$ cat src/rtl/vga_timing_gen.sv
// VGA raster timing generator: free-running pixel/line counters with sync, blanking,
// line/frame strobes and a frame counter, plus PIPE_DLY-delayed copies of the syncs and de.
module vga_timing_gen #(
  parameter int unsigned H_ACTIVE = 640,
  parameter int unsigned H_FP     = 16,
  parameter int unsigned H_SYNC   = 96,
  parameter int unsigned H_BP     = 48,
  parameter int unsigned V_ACTIVE = 480,
  parameter int unsigned V_FP     = 10,
  parameter int unsigned V_SYNC   = 2,
  parameter int unsigned V_BP     = 33,
  parameter int unsigned PIPE_DLY = 1
) (
  input  logic        clk,
  input  logic        rst,
  output logic [10:0] vga_x,
  output logic [10:0] vga_y,
  output logic        hsync,
  output logic        vsync,
  output logic        de,
  output logic        line_start,
  output logic        frame_start,
  output logic [7:0]  frame_cnt,
  output logic        hsync_d,
  output logic        vsync_d,
  output logic        de_d
);

  localparam int unsigned H_TOTAL = H_ACTIVE + H_FP + H_SYNC + H_BP;
  localparam int unsigned V_TOTAL = V_ACTIVE + V_FP + V_SYNC + V_BP;

  localparam logic [10:0] H_LAST = 11'(H_TOTAL - 1);
  localparam logic [10:0] V_LAST = 11'(V_TOTAL - 1);
  localparam logic [10:0] H_VIS  = 11'(H_ACTIVE);
  localparam logic [10:0] V_VIS  = 11'(V_ACTIVE);
  localparam logic [10:0] HS_BEG = 11'(H_ACTIVE + H_FP);
  localparam logic [10:0] HS_END = 11'(H_ACTIVE + H_FP + H_SYNC);
  localparam logic [10:0] VS_BEG = 11'(V_ACTIVE + V_FP);
  localparam logic [10:0] VS_END = 11'(V_ACTIVE + V_FP + V_SYNC);

  logic [10:0] x_q, x_d;
  logic [10:0] y_q, y_d;
  logic        hs_q, hs_d;
  logic        vs_q, vs_d;
  logic        act_q, act_d;
  logic        ls_q, ls_d;
  logic        fs_q, fs_d;
  logic [7:0]  fc_q, fc_d;

  // Strobes are decoded from the next count so they land in the same cycle as that count.
  always_comb begin
    x_d = x_q + 11'd1;
    y_d = y_q;
    if (x_q == H_LAST) begin
      x_d = '0;
      y_d = (y_q == V_LAST) ? '0 : y_q + 11'd1;
    end
    hs_d  = !((x_d >= HS_BEG) && (x_d < HS_END));
    vs_d  = !((y_d >= VS_BEG) && (y_d < VS_END));
    act_d = (x_d < H_VIS) && (y_d < V_VIS);
    ls_d  = (x_d == '0);
    fs_d  = ls_d && (y_d == '0);
    fc_d  = fs_d ? fc_q + 8'd1 : fc_q;
  end

  always_ff @(posedge clk or posedge rst) begin
    if (rst) begin
      x_q   <= '0;
      y_q   <= '0;
      hs_q  <= 1'b1;
      vs_q  <= 1'b1;
      act_q <= 1'b0;
      ls_q  <= 1'b0;
      fs_q  <= 1'b0;
      fc_q  <= '0;
    end else begin
      x_q   <= x_d;
      y_q   <= y_d;
      hs_q  <= hs_d;
      vs_q  <= vs_d;
      act_q <= act_d;
      ls_q  <= ls_d;
      fs_q  <= fs_d;
      fc_q  <= fc_d;
    end
  end

  assign vga_x       = x_q;
  assign vga_y       = y_q;
  assign hsync       = hs_q;
  assign vsync       = vs_q;
  assign de          = act_q;
  assign line_start  = ls_q;
  assign frame_start = fs_q;
  assign frame_cnt   = fc_q;

  generate
    if (PIPE_DLY == 0) begin : g_nodly
      assign hsync_d = hs_q;
      assign vsync_d = vs_q;
      assign de_d    = act_q;
    end else begin : g_dly
      logic [PIPE_DLY-1:0] hs_sr_q, vs_sr_q, de_sr_q;
      logic [PIPE_DLY:0]   hs_tap, vs_tap, de_tap;

      // Tap 0 is the live signal; stage k loads tap k, i.e. stage k-1.
      assign hs_tap = {hs_sr_q, hs_q};
      assign vs_tap = {vs_sr_q, vs_q};
      assign de_tap = {de_sr_q, act_q};

      always_ff @(posedge clk or posedge rst) begin
        if (rst) begin
          hs_sr_q <= '1;
          vs_sr_q <= '1;
          de_sr_q <= '0;
        end else begin
          hs_sr_q <= hs_tap[PIPE_DLY-1:0];
          vs_sr_q <= vs_tap[PIPE_DLY-1:0];
          de_sr_q <= de_tap[PIPE_DLY-1:0];
        end
      end

      assign hsync_d = hs_sr_q[PIPE_DLY-1];
      assign vsync_d = vs_sr_q[PIPE_DLY-1];
      assign de_d    = de_sr_q[PIPE_DLY-1];
    end
  endgenerate

endmodule
$ cat config.mk
export PLATFORM = sky130hd
export DESIGN_NAME = vga_timing_gen
export DESIGN_NICKNAME = d
export VERILOG_FILES = /design/src/rtl/vga_timing_gen.sv
export SDC_FILE = /design/constraint.sdc
export NUM_CORES = 1
export LEC_CHECK = 0
export CORE_AREA = 2 2 75 77
export CTS_CLUSTER_DIAMETER = 80
export DETAILED_ROUTE_END_ITERATION = 12
export DIE_AREA = 0 0 77 79
export PLACE_DENSITY_LB_ADDON = 0.08
export SLEW_MARGIN = 20
export SYNTH_ARGS = -nofsm -noshare
export SYNTH_HDL_FRONTEND = slang
export SYNTH_SLANG_ARGS = --single-unit
$ cat constraint.sdc
create_clock -name clk -period 5.4 [get_ports clk]
set_input_delay 0.54 -clock clk [delete_from_list [all_inputs] [get_ports clk]]
set_output_delay 0.54 -clock clk [all_outputs]
set_load 0.01 [all_outputs]
==> key figures <==
Synth
  • Post-synth EDFFs: 0
  • Yosys warning total: 0
  • Netlist cell types: 45
  • Mapped Area: 2050 sq um
  • Post-synth top flop: dfrtp_1
  • Syn nets: 208
  • Cells after synthesis: 202
  • Seq/Total Area, Yosys: 0.467
  • Synthesized area per cell: 10.1 sq um
  • #FFs+latches synth: 38
  • Async SR Flop Fraction: 1.00

Clocking
  • CTS Hold Buffers Added: 0
  • Max Root-Sink Buffers: 2
  • TritonCTS Buffers: 5
  • CTS root buffer: clkbuf_8
  • Clock sink total: 38
  • Worst-skew pair later-pin latency: 300 ps
  • Reg clk slew, reported paths: 80 ps
  • TritonCTS clock tree: yes
  • CTS-repair resized insts: 0
  • H-tree levels: 2
  • # Post-CTS Setup Buffers: 0

STA
  • Min Tclk post-route: 3050 ps
  • TNS Setup: 0 ps
  • Worst clock skew: 6.50 ps
  • Final hold violation count: 0
  • RSZ-0062 raised after global routing: no
  • Final Max Tran Viols: 0
  • Tcrit/Tclk final: 0.566
  • Slew headroom: 0.541
  • F_max: 327 MHz
  • Slew @ Worst Pin: 687 ps
  • Final setup vio count: 0
  • PnR worst setup slack: 2350 ps

Die
  • Die width: 77 microns
  • Die area: 6080 sq um
  • Initial Util: 0.383
  • Core area: 5340 sq um
  • Chip Height: 79 microns
  • # rows: 27
  • IO Count: 40

Pwr
  • Final Power: 0.546 mW
  • PD cells: 209 nW/um^2
  • Power Internal: 0.436 mW
  • Clock network power share: 0.467
  • P_sw: 0.110 mW
  • Reg power frac: 0.521
  • Leak pwr: 1.15 nW
  • Switching Share: 0.202
  • Comb pwr share: 0.012
  • VDD IR max: 0.0000806 V

Flow run
  • Max-cap violations: 0

Cells and area
  • Share of layout cells above drive strength 1: 0.0864
  • Most frequent cells in the layout: 39 x clkdlybuf4s50_1, 34 x dfrtp_1, 16 x xor2_1, 15 x nand2_1, 13 x o21ai_0
  • Area growth syn-to-layout: 27.9%
  • Ant. Diodes: 0
  • Most common cell after layout, fill and taps aside: clkdlybuf4s50_1
  • Final nets: 248
  • Cell area after layout: 2620 sq um

Global route
  • Largest net degree at the start of global routing: 39
  • First-pass GRT wire length: 8.08 mm
  • Initial antenna violation count: 0
  • Congestion Overflow GR: 0
  • Vias in the first global route: 1573
  • Total GRT Usage: 0.171

Placed design
  • Gp weighted congestion: 0.807
  • Port bufs: 39
  • Hpwl dp: 3.46 mm
  • Post-Place Cell Area: 2500 sq um
  • Worst slack at placement: 2390 ps

Worst setup path
  • CP Data Required Time: 5590 ps
  • Critical path type: flip-flop to flip-flop
  • Crit path DAT: 3240 ps
  • Crit Path Max Fanout: 18
  • CP endpoint kind: flip-flop
  • Worst setup SP type: flip-flop

Detailed routing
  • # DRC: 0
  • 1st-pass router iterations: 4
  • ANT nets after route: 0
  • First DRT Iteration DRCs: 86
  • Post-DR wirelength/cell: 15.7 microns
  • Drt via density: 5.38
  • Post-Route WL: 4.95 mm
  • Vias: 1696

Worst hold path
  • Hold Crit Class: flip-flop to flip-flop

Run status
  • Status: finished clean
cell type report:
| type | instances | area (sq um) |
|---|---|---|
| fillers | 532 | 2720 |
| multi-input cells | 148 | 1020 |
| flip-flops and latches | 38 | 956 |
| repair buffers | 40 | 398 |
| well taps | 72 | 90.1 |
| clock buffers | 7 | 86.3 |
| inverters | 9 | 33.8 |
| clock inverters | 1 | 30.0 |
state kept, by name (all words and copies together), names as in the netlist:
register and cells:
line_start 1, de 1, frame_start 1, frame_cnt 8, hsync 1, vga_y 11, vsync 1, hsync_d 1
de_d 1, vsync_d 1, vga_x 11
path summary, 6_finish.rpt:
path	cells past startpoint	slack [ps]	from	endpoint
worst max-delay path	8	2350	vga_x[0]	frame_cnt[1]
worst min-delay path	0	370	hsync	hsync_d
min in group asynchronous	3	660	rst	frame_cnt[7]
worst max register to register	8	2350	vga_x[0]	frame_cnt[1]
worst min register to register	0	370	hsync	hsync_d
max in group asynchronous	3	4390	rst	vsync_d
synthesized netlist by cell type, types with 3 or more instances:
cell type | instances | area share
nor3_1 | 7 | 0.017
and4_1 | 5 | 0.021
o21ai_0 | 13 | 0.032
and3_1 | 10 | 0.031
inv_1 | 9 | 0.017
dfstp_2 | 4 | 0.051
nand3_1 | 12 | 0.029
nand4_1 | 10 | 0.031
or3_1 | 4 | 0.012
nor2_1 | 6 | 0.011
xor2_1 | 16 | 0.068
xnor2_1 | 6 | 0.026
nand2_1 | 15 | 0.028
clkbuf_1 | 6 | 0.011
dfrtp_1 | 34 | 0.42
nor4_1 | 3 | 0.0092
a21oi_1 | 4 | 0.0098
ha_1 | 4 | 0.024
power groups by stage:
stage	sequential [mW]	clock, mW	combinational [mW]
2_1_floorplan	0.290	0	0.00416
3_3_place_gp	0.290	0	0.00730
3_5_place_dp	0.290	0	0.00730
4_1_cts	0.284	0.261	0.00725
5_1_grt	0.284	0.275	0.00802
6_report	0.284	0.255	0.00657
cells by family after synthesis:
logic type      synth area share
simple gates               0.265
fa+ha+maj                 0.0245
flops                      0.467
buf+inv                   0.0330
compound gates             0.105
mux                       0.0104
xor+xnor                  0.0942
per-layer routing:
layer / wire length [microns] / vias to the layer above / track usage
li1: - / 818 / -
met1: 2360 / 823 / 0.235
met2: 2280 / 44 / 0.265
met3: 203 / 11 / 0.0364
met4: 105 / 0 / 0.0679
met5: 0 / - / 0
critical path, stage by stage (launching register included):
cell and delay [ps]:
dfrtp_1 420, ha_1 350, nand3_1 250, nor3_4 590, and3_1 320, mux2i_1 300
and3_1 220, nand3_1 150, mux2_1 340
through the flow:
step | hold WS, ps | utilization | instances
floorplan | 377 | - | 202
global placement | 356 | 0.468 | 307
detailed placement | 356 | 0.468 | 307
CTS | 367 | 0.490 | 315
global route | 369 | 0.490 | 315
finish | 365 | 0.490 | 315
Note: power is estimated with default switching activity, not from simulation.
